`config.mk`:
```
export PLATFORM = sky130hd
export DESIGN_NAME = memory_stage
export DESIGN_NICKNAME = d
export VERILOG_FILES = /design/src/rtl/riscv_pkg.sv /design/src/rtl/mem_wb.sv /design/src/rtl/memory_stage.sv
export SDC_FILE = /design/constraint.sdc
export NUM_CORES = 1
export LEC_CHECK = 0
export BUFFER_PORTS_ARGS = -buffer_cell sky130_fd_sc_hd__buf_2
export CAP_MARGIN = 20
export CORE_MARGIN = 10
export CORE_UTILIZATION = 35
export CTS_BUF_LIST = sky130_fd_sc_hd__clkbuf_8
export DETAILED_ROUTE_END_ITERATION = 8
export HOLD_SLACK_MARGIN = 0.05
export MAX_ROUTING_LAYER = met4
export PLACE_DENSITY = 0.68
export SLEW_MARGIN = 10
export SYNTH_ARGS = -nofsm -noshare
export SYNTH_HDL_FRONTEND = slang
export SYNTH_SLANG_ARGS = --single-unit
```
`constraint.sdc`:
```
create_clock -name clk -period 2.24 [get_ports clk]
set_input_delay 0.336 -clock clk [delete_from_list [all_inputs] [get_ports clk]]
set_output_delay 0.336 -clock clk [all_outputs]
set_load 0.005 [all_outputs]
```
`src/rtl/riscv_pkg.sv`:
```
// Shared encodings for the RV32I pipeline: result-source select, load/store widths
// and the memory-stage state enum.
package riscv_pkg;

    localparam logic [1:0] ResultSrcAlu = 2'b00;
    localparam logic [1:0] ResultSrcMem = 2'b01;
    localparam logic [1:0] ResultSrcPc4 = 2'b10;

    localparam logic [2:0] F3Byte  = 3'b000;
    localparam logic [2:0] F3Half  = 3'b001;
    localparam logic [2:0] F3Word  = 3'b010;
    localparam logic [2:0] F3ByteU = 3'b100;
    localparam logic [2:0] F3HalfU = 3'b101;

    typedef enum logic {
        StIdle,
        StWaitR
    } mem_state_e;

endpackage

```
`src/rtl/mem_wb.sv`:
```
// MEM/WB pipeline register. A bubble clears the write-back control and holds the data fields.
module mem_wb (
    input  logic        clk,
    input  logic        reset,
    input  logic        bubble,
    input  logic [31:0] ALUResultM,
    input  logic [31:0] ReadDataM,
    input  logic [31:0] PCPlus4M,
    input  logic [4:0]  RdM,
    input  logic        RegWriteM,
    input  logic [1:0]  ResultSrcM,
    output logic [31:0] ALUResultW,
    output logic [31:0] ReadDataW,
    output logic [31:0] PCPlus4W,
    output logic [4:0]  RdW,
    output logic        RegWriteW,
    output logic [1:0]  ResultSrcW
);

    always_ff @(posedge clk) begin
        if (reset) begin
            ALUResultW <= '0;
            ReadDataW  <= '0;
            PCPlus4W   <= '0;
            RdW        <= '0;
            RegWriteW  <= 1'b0;
            ResultSrcW <= '0;
        end else if (bubble) begin
            RdW        <= '0;
            RegWriteW  <= 1'b0;
        end else begin
            ALUResultW <= ALUResultM;
            ReadDataW  <= ReadDataM;
            PCPlus4W   <= PCPlus4M;
            RdW        <= RdM;
            RegWriteW  <= RegWriteM;
            ResultSrcW <= ResultSrcM;
        end
    end

endmodule

```
`src/rtl/memory_stage.sv`:
```
// Memory stage: issues loads/stores on a request/response bus, aligns store data,
// extends load data and stalls the front of the pipeline while an access is outstanding.
module memory_stage
    import riscv_pkg::*;
#(
    parameter int unsigned TIMEOUT = 16
) (
    input  logic        clk,
    input  logic        reset,
    input  logic [31:0] ALUResultM,
    input  logic [31:0] WriteDataM,
    input  logic [31:0] PCPlus4M,
    input  logic [4:0]  RdM,
    input  logic        RegWriteM,
    input  logic        MemWriteM,
    input  logic [1:0]  ResultSrcM,
    input  logic [2:0]  Funct3M,
    output logic        dmem_req,
    output logic        dmem_we,
    output logic [31:0] dmem_addr,
    output logic [31:0] dmem_wdata,
    output logic [3:0]  dmem_be,
    input  logic        dmem_gnt,
    input  logic        dmem_rvalid,
    input  logic [31:0] dmem_rdata,
    output logic        StallM,
    output logic        MisalignM,
    output logic        BusErrM,
    output logic [31:0] ALUResultW,
    output logic [31:0] ReadDataW,
    output logic [31:0] PCPlus4W,
    output logic [4:0]  RdW,
    output logic        RegWriteW,
    output logic [1:0]  ResultSrcW
);

    localparam int unsigned CntW = $clog2(TIMEOUT) + 1;
    localparam logic [CntW-1:0] CntLast = CntW'(TIMEOUT - 1);

    mem_state_e      state_q, state_d;
    logic [CntW-1:0] cnt_q, cnt_d;

    logic [1:0]  off;
    logic        mem_op;
    logic        misalign;
    logic        go;
    logic        req;
    logic        stall;
    logic        bus_err;
    logic [31:0] rdata_shift;
    logic [7:0]  lane_b;
    logic [15:0] lane_h;
    logic [31:0] load_data;

    assign off    = ALUResultM[1:0];
    assign mem_op = MemWriteM | (ResultSrcM == ResultSrcMem);
    assign go     = mem_op & ~misalign;

    always_comb begin
        misalign = 1'b0;
        unique case (Funct3M[1:0])
            2'b00:   misalign = 1'b0;
            2'b01:   misalign = off[0];
            default: misalign = (off != 2'b00);
        endcase
    end

    always_comb begin
        dmem_wdata = WriteDataM;
        dmem_be    = 4'b1111;
        unique case (Funct3M[1:0])
            2'b00: begin
                dmem_wdata = {4{WriteDataM[7:0]}};
                dmem_be    = 4'b0001 << off;
            end
            2'b01: begin
                dmem_wdata = {2{WriteDataM[15:0]}};
                dmem_be    = 4'b0011 << off;
            end
            default: ;
        endcase
    end

    assign dmem_addr = {ALUResultM[31:2], 2'b00};
    assign dmem_we   = MemWriteM;

    assign rdata_shift = dmem_rdata >> {off, 3'b000};
    assign lane_b      = rdata_shift[7:0];
    assign lane_h      = off[1] ? dmem_rdata[31:16] : dmem_rdata[15:0];

    always_comb begin
        load_data = dmem_rdata;
        case (Funct3M)
            F3Byte:  load_data = {{24{lane_b[7]}}, lane_b};
            F3Half:  load_data = {{16{lane_h[15]}}, lane_h};
            F3ByteU: load_data = {24'b0, lane_b};
            F3HalfU: load_data = {16'b0, lane_h};
            default: load_data = dmem_rdata;
        endcase
    end

    always_comb begin
        state_d = state_q;
        cnt_d   = cnt_q;
        req     = 1'b0;
        stall   = 1'b0;
        bus_err = 1'b0;
        unique case (state_q)
            StIdle: begin
                if (go) begin
                    req   = 1'b1;
                    stall = 1'b1;
                    if (dmem_gnt) begin
                        state_d = StWaitR;
                        cnt_d   = '0;
                    end
                end
            end
            StWaitR: begin
                if (dmem_rvalid) begin
                    state_d = StIdle;
                    cnt_d   = '0;
                end else if (cnt_q == CntLast) begin
                    // Abandon the access; the write-back slot still retires, without a write.
                    bus_err = 1'b1;
                    state_d = StIdle;
                    cnt_d   = '0;
                end else begin
                    stall = 1'b1;
                    cnt_d = cnt_q + 1'b1;
                end
            end
            default: state_d = StIdle;
        endcase
    end

    always_ff @(posedge clk) begin
        if (reset) begin
            state_q <= StIdle;
            cnt_q   <= '0;
        end else begin
            state_q <= state_d;
            cnt_q   <= cnt_d;
        end
    end

    assign dmem_req  = req & ~reset;
    assign StallM    = stall & go & ~reset;
    assign BusErrM   = bus_err & ~reset;
    assign MisalignM = mem_op & misalign & ~reset;

    mem_wb u_mem_wb (
        .clk        (clk),
        .reset      (reset),
        .bubble     (StallM),
        .ALUResultM (ALUResultM),
        .ReadDataM  (load_data),
        .PCPlus4M   (PCPlus4M),
        .RdM        (RdM),
        .RegWriteM  (RegWriteM & ~(mem_op & misalign) & ~bus_err),
        .ResultSrcM (ResultSrcM),
        .ALUResultW (ALUResultW),
        .ReadDataW  (ReadDataW),
        .PCPlus4W   (PCPlus4W),
        .RdW        (RdW),
        .RegWriteW  (RegWriteW),
        .ResultSrcW (ResultSrcW)
    );

endmodule

```
==> results of run 1 <==
-- sequential cells by signal, summed over array words and instances (netlist names) --
name                 cells
u_mem_wb.ALUResultW     32
u_mem_wb.PCPlus4W       32
u_mem_wb.ReadDataW      32
cnt_q                    5
u_mem_wb.RdW             5
u_mem_wb.ResultSrcW      2
state_q                  1
u_mem_wb.RegWriteW       1
-- routing by layer --
| layer | part of all wire | vias to the layer above |
|---|---|---|
| met1 | 0.43 | 2696 |
| met4 | 0.0076 | 0 |
| met2 | 0.48 | 258 |
| met3 | 0.083 | 12 |
| li1 | - | 2838 |
| met5 | 0 | - |
-- what timing repair did --
item,4_1_cts,5_1_grt
buffers inserted,0,1
gates resized for setup,0,0
hold endpoints to repair,0,0
setup endpoints to repair,0,1
-- per-stage QoR --
step	power [uW]	cell area, um2	worst slack, ns	hold slack, ns	utilization
final	4466	7152	0.1908	0.1568	0.4670
after global routing	4730	7152	0.06463	0.1332	0.4670
after CTS	4531	7142	0.06580	0.1219	0.4663
after detailed placement	3285	6942	0.3012	0.4317	0.4533
after global placement	3277	6942	0.3479	0.4279	0.4533
after floorplan	2796	5509	0.5423	0.4178	-
-- final cells by class --
type                            instances  area, um2  share of cell area
Clock inverter                          6      62.56            0.008747
Clock buffer                           10      137.6             0.01924
Timing Repair Buffer                  339       1812              0.2533
Multi-Input combinational cell        438       2656              0.3714
Antenna cell                            1      2.502           0.0003499
Inverter                                4      15.01            0.002099
Sequential cell                       110       2202              0.3079
Tap cell                              211      264.0             0.03691
-- power breakdown --
part / internal, uW / switching, uW
Combinational: 477 / 574
Sequential: 2110 / 73.2
Clock: 547 / 686
Total: 3130 / 1330
-- worst min-delay path by stage --
stage	start	endpoint	slack, ns	cells after the start
floorplan	cnt_q[4]	cnt_q[4]	0.42	2
global placement	cnt_q[4]	cnt_q[4]	0.43	2
detailed placement	cnt_q[4]	cnt_q[4]	0.43	2
global route	RdM[4]	u_mem_wb.RdW[4]	0.13	2
finish	RdM[1]	u_mem_wb.RdW[1]	0.16	2
CTS	RdM[1]	u_mem_wb.RdW[1]	0.12	2
-- cell usage after synthesis, types with 2 or more instances --
| library cell | number | area (um2) |
|---|---|---|
| or3_1 | 2 | 12.51 |
| a22o_1 | 4 | 35.03 |
| mux2i_1 | 16 | 160.2 |
| o221ai_1 | 4 | 35.03 |
| buf_6 | 6 | 67.56 |
| o31ai_1 | 24 | 180.2 |
| a211oi_1 | 5 | 37.54 |
| a311oi_1 | 2 | 17.52 |
| o21ai_0 | 84 | 420.4 |
| a21oi_1 | 92 | 460.4 |
| nor3_1 | 5 | 25.02 |
| buf_4 | 48 | 360.4 |
| or2b_1 | 2 | 15.01 |
| o22ai_1 | 4 | 25.02 |
| and2_1 | 5 | 31.28 |
| nand3_1 | 69 | 345.3 |
| mux2_2 | 16 | 180.2 |
| buf_2 | 19 | 95.09 |
| clkbuf_1 | 31 | 116.4 |
| a21oi_2 | 4 | 35.03 |
| nor2_1 | 6 | 22.52 |
| inv_1 | 4 | 15.01 |
| a22oi_1 | 9 | 67.56 |
| o22a_1 | 9 | 78.83 |
| nand2_1 | 39 | 146.4 |
| a31oi_1 | 4 | 25.02 |
| nor4bb_1 | 4 | 40.04 |
| nor2b_1 | 3 | 18.77 |
| dfxtp_1 | 110 | 2202 |
| o221a_2 | 3 | 33.78 |
| nand2b_1 | 3 | 18.77 |
-- cell families (layout without fill, tap and decap cells) --
| group | count (synthesis) | after routing | synth area share |
|---|---|---|---|
| other cells | 1 | 3 | 0.0006812 |
| mux | 33 | 33 | 0.06432 |
| buf+inv | 109 | 359 | 0.1198 |
| simple gates | 145 | 145 | 0.1325 |
| fa+ha+maj | 1 | 1 | 0.002272 |
| compound gates | 257 | 257 | 0.2805 |
| flops | 110 | 110 | 0.4000 |
==> impl_metrics.toml, run 1 <==
[drt]
drt_wl_total_mm = 20.84
wl_per_cell_um = 18.62
via_per_inst = 5.187
ant_nets = 0
route.vias.total = 5804
drt-pass1-iter-count = 5
drt_iter0_drc = 390
drc = 0

[die]
core-area_um2 = 15310
ioPinCount = 321
die_w_um = 145.4
initial_utilization = 0.3595
rows = 45
die-area_um2 = 21150
die_h_um = 145.4

[timing]
tns_ns = 0
worst_slew_pin_slew_ns = 0.5157
slew_headroom = 0.6562
setup_viol_count_final = 0
rsz0062_at_grt = "false"
fin_skew_ns = 0.009791
max_freq_ghz = 0.4880
maxSlewViolCount = 0
post-route-period-util = 0.9148
period_needed_ns = 2.049
hold_violations = 0

[place]
gp_congestion = 0.8216
dp.cells = 1101
dp_hpwl_mm = 15.75
port_buffers = 318

[global_routing]
grtUsageTotal = 0.1900
first_global_vias = 5746
use_met2 = 0.3106
use_met1 = 0.2233
grt_max_degree = 65
global_route.usage.met3 = 0.06364
busiest_layer = "met2"
grt_antenna_before_repair = 1
grt_pass1_wl_mm = 32.33
grt_overflow_total = 0

[finish]
final_common_cell = "buf_2"
mostFrequentLayoutCells = "buf_2, dfxtp_1, a21oi_1, o21ai_0, nand3_1"
layout-drive-gt1-share = 0.4212
fill_cells = 1549
stdcell_count = 1119
syn_to_final_growth_pct = 29.91
nNetsFinal = 1047

[critical_path]
critPathMaxFanout = 4
startpoint = "cnt_q[0]"
ff2ff_path_depth = 7
end_kind = "primary output"
crit_path_top_delay_cell = "dfxtp_1"
cp-start-kind = "flop"
crit_chain = "ha_1, and4b_1, o21ai_4, nand2_1, nor2_1, buf_2"
reg2reg_slack_ns = 0.29
worstSetupPathType = "reg -> out"
cp_data_arrival_time_ns = 1.71
cp_slowest_stage_delay_ns = 0.34
rr_startpoint = "cnt_q[0]"
cp.required_ns = 1.90
cp.depth = 6
crit_buf_inv = 1
crit_path_end = "StallM"
rr_endpoint = "u_mem_wb.ALUResultW[25]"
cpLargestDelayFamily = "simple AND/OR/NAND/NOR gates"

[cts]
clkSinkCount = 110
cts_made_buffers = 9
cts_root_buf = "clkbuf_8"
cts_hold_buffers = 0
clock_latency_ns = 0.38
path_clk_slew_ns = 0.10
cts_tree = "yes"
cts_max_path_buffers = 2
htree_levels = 3

[logic_synthesis]
synth_ff_type = "dfxtp_1"
synth_cells = 656
synth.avg_cell_area_um2 = 8.392
synth-edff-count = 0
async_reset_ff_frac = 0
synth_cell_types = 51
synth_area_um2 = 5505
yosysSeqAreaShare = 0.4000
ys_ff_latch = 110
ys_warn_count = 0

[run]
maxCapViolations = 0

[hold_path]
hp-class = "in -> reg"

[pwr]
leakagePower_uw = 0.003318
peakVddDrop_v = 0.0002861
power_density_nw_per_um2 = 624.4

[status]
status = "complete, no violations"
No activity file was read; power rests on OpenSTA's default activity.
==> inputs of run 2 (changes only) <==
CORE_ASPECT_RATIO = 0.8   (was not set)
PLACE_DENSITY = not set   (was 0.68)
PLACE_DENSITY_LB_ADDON = 0.08   (was not set)
==> run 2 against run 1 <==
Clock power fell by 11%. Setup slack improved by 0.0053 ns. Sequential power barely moved. Critical path depth did not move. Highest routed layer unchanged. Register-to-register slack got worse by 0.03 ns. Critical endpoint unchanged. Final cell count is 0.45% higher. Non-clock buffer count grew 5. Combinational power hardly changed. Largest power group unchanged. Largest cell class unchanged. Sequential cell count is the same.
==> impl_metrics.toml, run 2 (synthesized netlist as in run 1, its figures left out) <==
[status]
status = "complete, no violations"

[critical_path]
end_kind = "primary output"
cp-start-kind = "flop"
cp_data_arrival_time_ns = 1.71
crit_path_top_delay_cell = "dfxtp_1"
cp.required_ns = 1.90
critPathMaxFanout = 4
worstSetupPathType = "reg -> out"
crit_buf_inv = 1
cpLargestDelayFamily = "simple AND/OR/NAND/NOR gates"
crit_chain = "ha_1, and4b_1, o21ai_4, nand2_1, nor2_1, buf_2"
cp_slowest_stage_delay_ns = 0.34

[drt]
ant_nets = 0
wl_per_cell_um = 18.66
drt_iter0_drc = 360
drt_wl_total_mm = 20.98
via_per_inst = 5.155
drc = 0
drt-pass1-iter-count = 4
route.vias.total = 5794

[timing]
fin_worst_hold_slack_ns = 0.1496
post-route-period-util = 0.9125
slew_headroom = 0.6398
rsz0062_at_grt = "false"
tns_ns = 0
period_needed_ns = 2.044
maxSlewViolCount = 0
max_freq_ghz = 0.4893
worst_slew_pin_slew_ns = 0.5403
hold_violations = 0
setup_viol_count_final = 0
fin_skew_ns = 0.01244

[finish]
multi_input_area_um2 = 2656
area.sequential_um2 = 2202
fill_cells = 1563
mostFrequentLayoutCells = "buf_2, dfxtp_1, a21oi_1, o21ai_0, nand3_1"
nNetsFinal = 1052
final_common_cell = "buf_2"
largestRegisters = "u_mem_wb.ALUResultW x32, u_mem_wb.PCPlus4W x32, u_mem_wb.ReadDataW x32"
syn_to_final_growth_pct = 29.14
stdcell_count = 1124
layout-drive-gt1-share = 0.4232

[cts]
cts_root_buf = "clkbuf_8"
cts_made_buffers = 9
path_clk_slew_ns = 0.09
htree_levels = 3
cts_tree = "yes"
clock_latency_ns = 0.39
cts_max_path_buffers = 2
clkSinkCount = 110
cts_hold_buffers = 0

[pwr]
power_density_nw_per_um2 = 609.5
peakVddDrop_v = 0.0003111
leakagePower_uw = 0.003312

[place]
gp_congestion = 0.8571
port_buffers = 318
dp_hpwl_mm = 16.27
dp.cells = 1105

[global_routing]
grt_overflow_total = 0
grt_pass1_wl_mm = 32.46
grt_max_degree = 50
grt_antenna_before_repair = 2
grtUsageTotal = 0.1913
first_global_vias = 5914

[die]
initial_utilization = 0.3618
die_h_um = 132.2
core-area_um2 = 15210
die_w_um = 160.2
rows = 40
die-area_um2 = 21180
ioPinCount = 321

[run]
maxCapViolations = 0

[hold_path]
hp-class = "in -> reg"
run 2: repair_timing:
item,CTS,global route
endpoints found under the setup margin,0,1
setup buffers,0,1
resized for setup,0,0
run 2: per-layer routing:
metal  routed length (um)  global-route usage
met1                 9323              0.2310
met2                 9779              0.3006
met3                 1491             0.06024
met4                  381             0.05346
met5                    0                   -
run 2: final cells by class:
class                   instances  share of cell area
diodes                          2           0.0007040
clock buffers                  10             0.01936
clock inverters                 6            0.004400
inverters                       4            0.002112
multi-input cells             438              0.3736
flip-flops and latches        110              0.3097
well taps                     210             0.03696
repair buffers                344              0.2531
run 2: where the power goes:
| group | total (uW) | internal [uW] | switching, uW | leakage [uW] |
|---|---|---|---|---|
| clock | 1100 | 422 | 680 | 0.0000921 |
| combinational | 1050 | 474 | 573 | 0.00231 |
| sequential | 2180 | 2110 | 76.4 | 0.000911 |
run 2: path summary, 6_finish.rpt:
check | startpoint | to | depth (start not counted) | slack [ns]
worst min register to register | cnt_q[4] | cnt_q[4] | 2 | 0.45
worst max register to register | cnt_q[0] | u_mem_wb.PCPlus4W[12] | 7 | 0.26
worst max-delay path | cnt_q[0] | StallM | 6 | 0.20
worst min-delay path | RdM[0] | u_mem_wb.RdW[0] | 2 | 0.15
run 2: worst reg2reg max path, stage by stage, from the launching register on:
cell and delay [ns]:
dfxtp_1 0.34, ha_1 0.23, and4b_1 0.27, o21ai_4 0.18
buf_4 0.16, buf_4 0.44, nand3_1 0.16, a21oi_1 0.15
run 2: stage by stage:
step | util | setup slack [ns] | instance area (um2) | power, uW
after global routing | 0.4673 | 0.02525 | 7109 | 4595
after floorplan | - | 0.5423 | 5509 | 2796
after CTS | 0.4664 | 0.1049 | 7097 | 4390
final | 0.4673 | 0.1961 | 7109 | 4333
after detailed placement | 0.4553 | 0.3106 | 6928 | 3283
after global placement | 0.4553 | 0.3834 | 6928 | 3267
==> inputs of run 3 (changes only) <==
SYNTH_HIERARCHICAL = 1   (was not set)
==> run 3 against run 2 <==
Global-route usage is 2.0 points lower. Die area is 3.2% lower. Non-clock buffer count is 4 lower. Register-to-register slack worse by 0.05 ns. Clock skew is 0.0031 ns lower. Via count is 15% lower. Total power is 4.0% higher. Setup slack worse by 0.057 ns. Fmax is 2.7% lower. Synthesized cell count is 16% lower. Highest routed layer unchanged.
==> impl_metrics.toml, run 3 <==
[logic_synthesis]
synth_ff_type = "dfxtp_1"
synth.avg_cell_area_um2 = 9.591
synth_cells = 553
synth_top_area_frac = 0.4152
synth_area_um2 = 5304
ys_top_cells_by_count = "mux2i_1, dfxtp_1, nor2_1, buf_4, clkbuf_1"
ys_ff_latch = 110
synth_cell_types = 41
synth.area.top_cells = "dfxtp_1, mux2i_1, nor2_1"
async_reset_ff_frac = 0
yosysMostFrequentCell = "mux2i_1"
yosysSeqAreaShare = 0.4152
ys_warn_count = 6
synth_area_leader_cell = "dfxtp_1"
synth-edff-count = 0

[critical_path]
end_kind = "primary output"
cp_data_arrival_time_ns = 1.77
cp.required_ns = 1.90
cp.depth = 6
worstSetupPathType = "reg -> out"
crit_buf_inv = 2
ff2ff_path_depth = 9
crit_chain = "ha_1, nand3_1, o21ai_2, a211oi_4, buf_6, buf_2"
cp-start-kind = "flop"
crit_path_top_delay_cell = "dfxtp_2"
reg2reg_slack_ns = 0.21
cp_slowest_stage_delay_ns = 0.36
critPathMaxFanout = 6
cpLargestDelayFamily = "flip-flops"

[hold_path]
hp-class = "in -> reg"
whs_path_depth = 2

[cts]
clkSinkCount = 110
path_clk_slew_ns = 0.11
cts_root_buf = "clkbuf_8"
cts_tree = "yes"
clock_latency_ns = 0.37
cts_max_path_buffers = 2
cts_made_buffers = 9
htree_levels = 3

[timing]
period_needed_ns = 2.101
fin_skew_ns = 0.009354
worst_slew_pin_slew_ns = 0.6328
rsz0062_at_grt = "false"
hold_violations = 0
slew_headroom = 0.5782
maxSlewViolCount = 0
post-route-period-util = 0.9381
postLayoutSetupSlackWorst_ns = 0.1386
setup_viol_count_final = 0
tns_ns = 0
max_freq_ghz = 0.4759

[pwr]
p_switching_uw = 1248
internal_power_uw = 3259
power_density_nw_per_um2 = 636.3
clkPwrFrac = 0.304
leakagePower_uw = 0.003567
comb_power_share = 0.216
power_switching_share = 0.2769
peakVddDrop_v = 0.0003653
seq_power_share = 0.479

[place]
dp_hpwl_mm = 14.67
dp.cells = 1001
port_buffers = 318
pre_cts_ws_ns = 0.1338
postPlaceCellArea_um2 = 6835
gp_congestion = 0.8169

[die]
initial_utilization = 0.3556
die-area_um2 = 20510
rows = 40
core-area_um2 = 14910
die_w_um = 157.6
die_h_um = 130.1
ioPinCount = 321

[drt]
drt_iter0_drc = 199
via_per_inst = 4.809
route.vias.total = 4900
ant_nets = 0
wl_per_cell_um = 17.93
drt_wl_total_mm = 18.27
drc = 0
drt-pass1-iter-count = 5

[status]
status = "complete, no violations"

[finish]
syn_to_final_growth_pct = 33.57
fill_cells = 1516
largestRegisters = "u_mem_wb/ALUResultW x32, u_mem_wb/PCPlus4W x32, u_mem_wb/ReadDataW x32"
final_common_cell = "buf_2"
nNetsFinal = 969
area.sequential_um2 = 2205
final_area_um2 = 7084
layout-drive-gt1-share = 0.4608
mostFrequentLayoutCells = "buf_2, mux2i_1, nor2_1, dfxtp_1"
stdcell_count = 1019
multi_input_area_um2 = 2579
post-route-util = 0.4750

[global_routing]
grt_overflow_total = 0
grtUsageTotal = 0.1710
grt_antenna_before_repair = 1
first_global_vias = 5057
grt_pass1_wl_mm = 27.14
grt_max_degree = 67

[run]
maxCapViolations = 0
==> run 3: cell types whose count changed after synthesis, sizes merged, moves of 28 or more <==
cell / previous run / this run
mux2i: 17 / 113
a21oi: 96 / 12
nand2: 39 / 11
nand3: 69 / 1
o21ai: 85 / 11
nor2: 6 / 111
==> run 3: worst paths after layout <==
| check | startpoint | endpoint |
|---|---|---|
| setup / recovery | cnt_q[0] | StallM |
| hold / removal | RdM[4] | u_mem_wb/RdW[4] |
| setup reg to reg | cnt_q[0] | u_mem_wb/RdW[3] |
| hold reg to reg | cnt_q[4] | cnt_q[4] |
==> run 3: cell type report <==
| cell class | count | area share |
|---|---|---|
| sequential | 110 | 0.3112 |
| clock inverter | 6 | 0.01289 |
| clock buffer | 10 | 0.01943 |
| multi-input combinational | 361 | 0.3640 |
| timing repair buffer | 340 | 0.2577 |
| inverter | 2 | 0.001060 |
| tap | 189 | 0.03338 |
| antenna | 1 | 0.0003532 |
==> run 3: cells by family after synthesis <==
group | synth area share
buf+inv | 0.1024
other cells | 0.0007070
compound gates | 0.1026
flops | 0.4152
simple gates | 0.1231
fa+ha+maj | 0.002359
mux | 0.2536
==> run 3: metrics by stage <==
stage               total power (uW)  hold WS [ns]
floorplan                       2739        0.4372
global placement                3174        0.4471
detailed placement              3191        0.4650
CTS                             4579        0.1385
global route                    4777        0.1330
finish                          4508        0.1650
==> run 3: power groups by stage <==
stage               sequential (uW)  combinational [uW]  clock [uW]
global placement               2200                 973           0
detailed placement             2210                 986           0
finish                         2160                 976        1370
CTS                            2160                 990        1430
floorplan                      2210                 525           0
global route                   2180                1080        1520
==> run 3: routing by layer <==
metal	wire length, um	up-vias	share of wire	GRT usage
met5	0	-	0	-
met4	221	0	0.012	0.03952
met3	1716	19	0.094	0.06546
met2	8897	192	0.49	0.2796
met1	7436	2275	0.41	0.1950
li1	-	2414	-	-
==> run 3: what timing repair did <==
| action | 4_1_cts | 5_1_grt |
|---|---|---|
| gates resized for setup | 1 | 4 |
| buffers inserted | 1 | 0 |
| endpoints found under the hold margin | 0 | 0 |
| hold buffers | 0 | 0 |
| pin swaps | 1 | 1 |
| endpoints found under the setup margin | 1 | 7 |
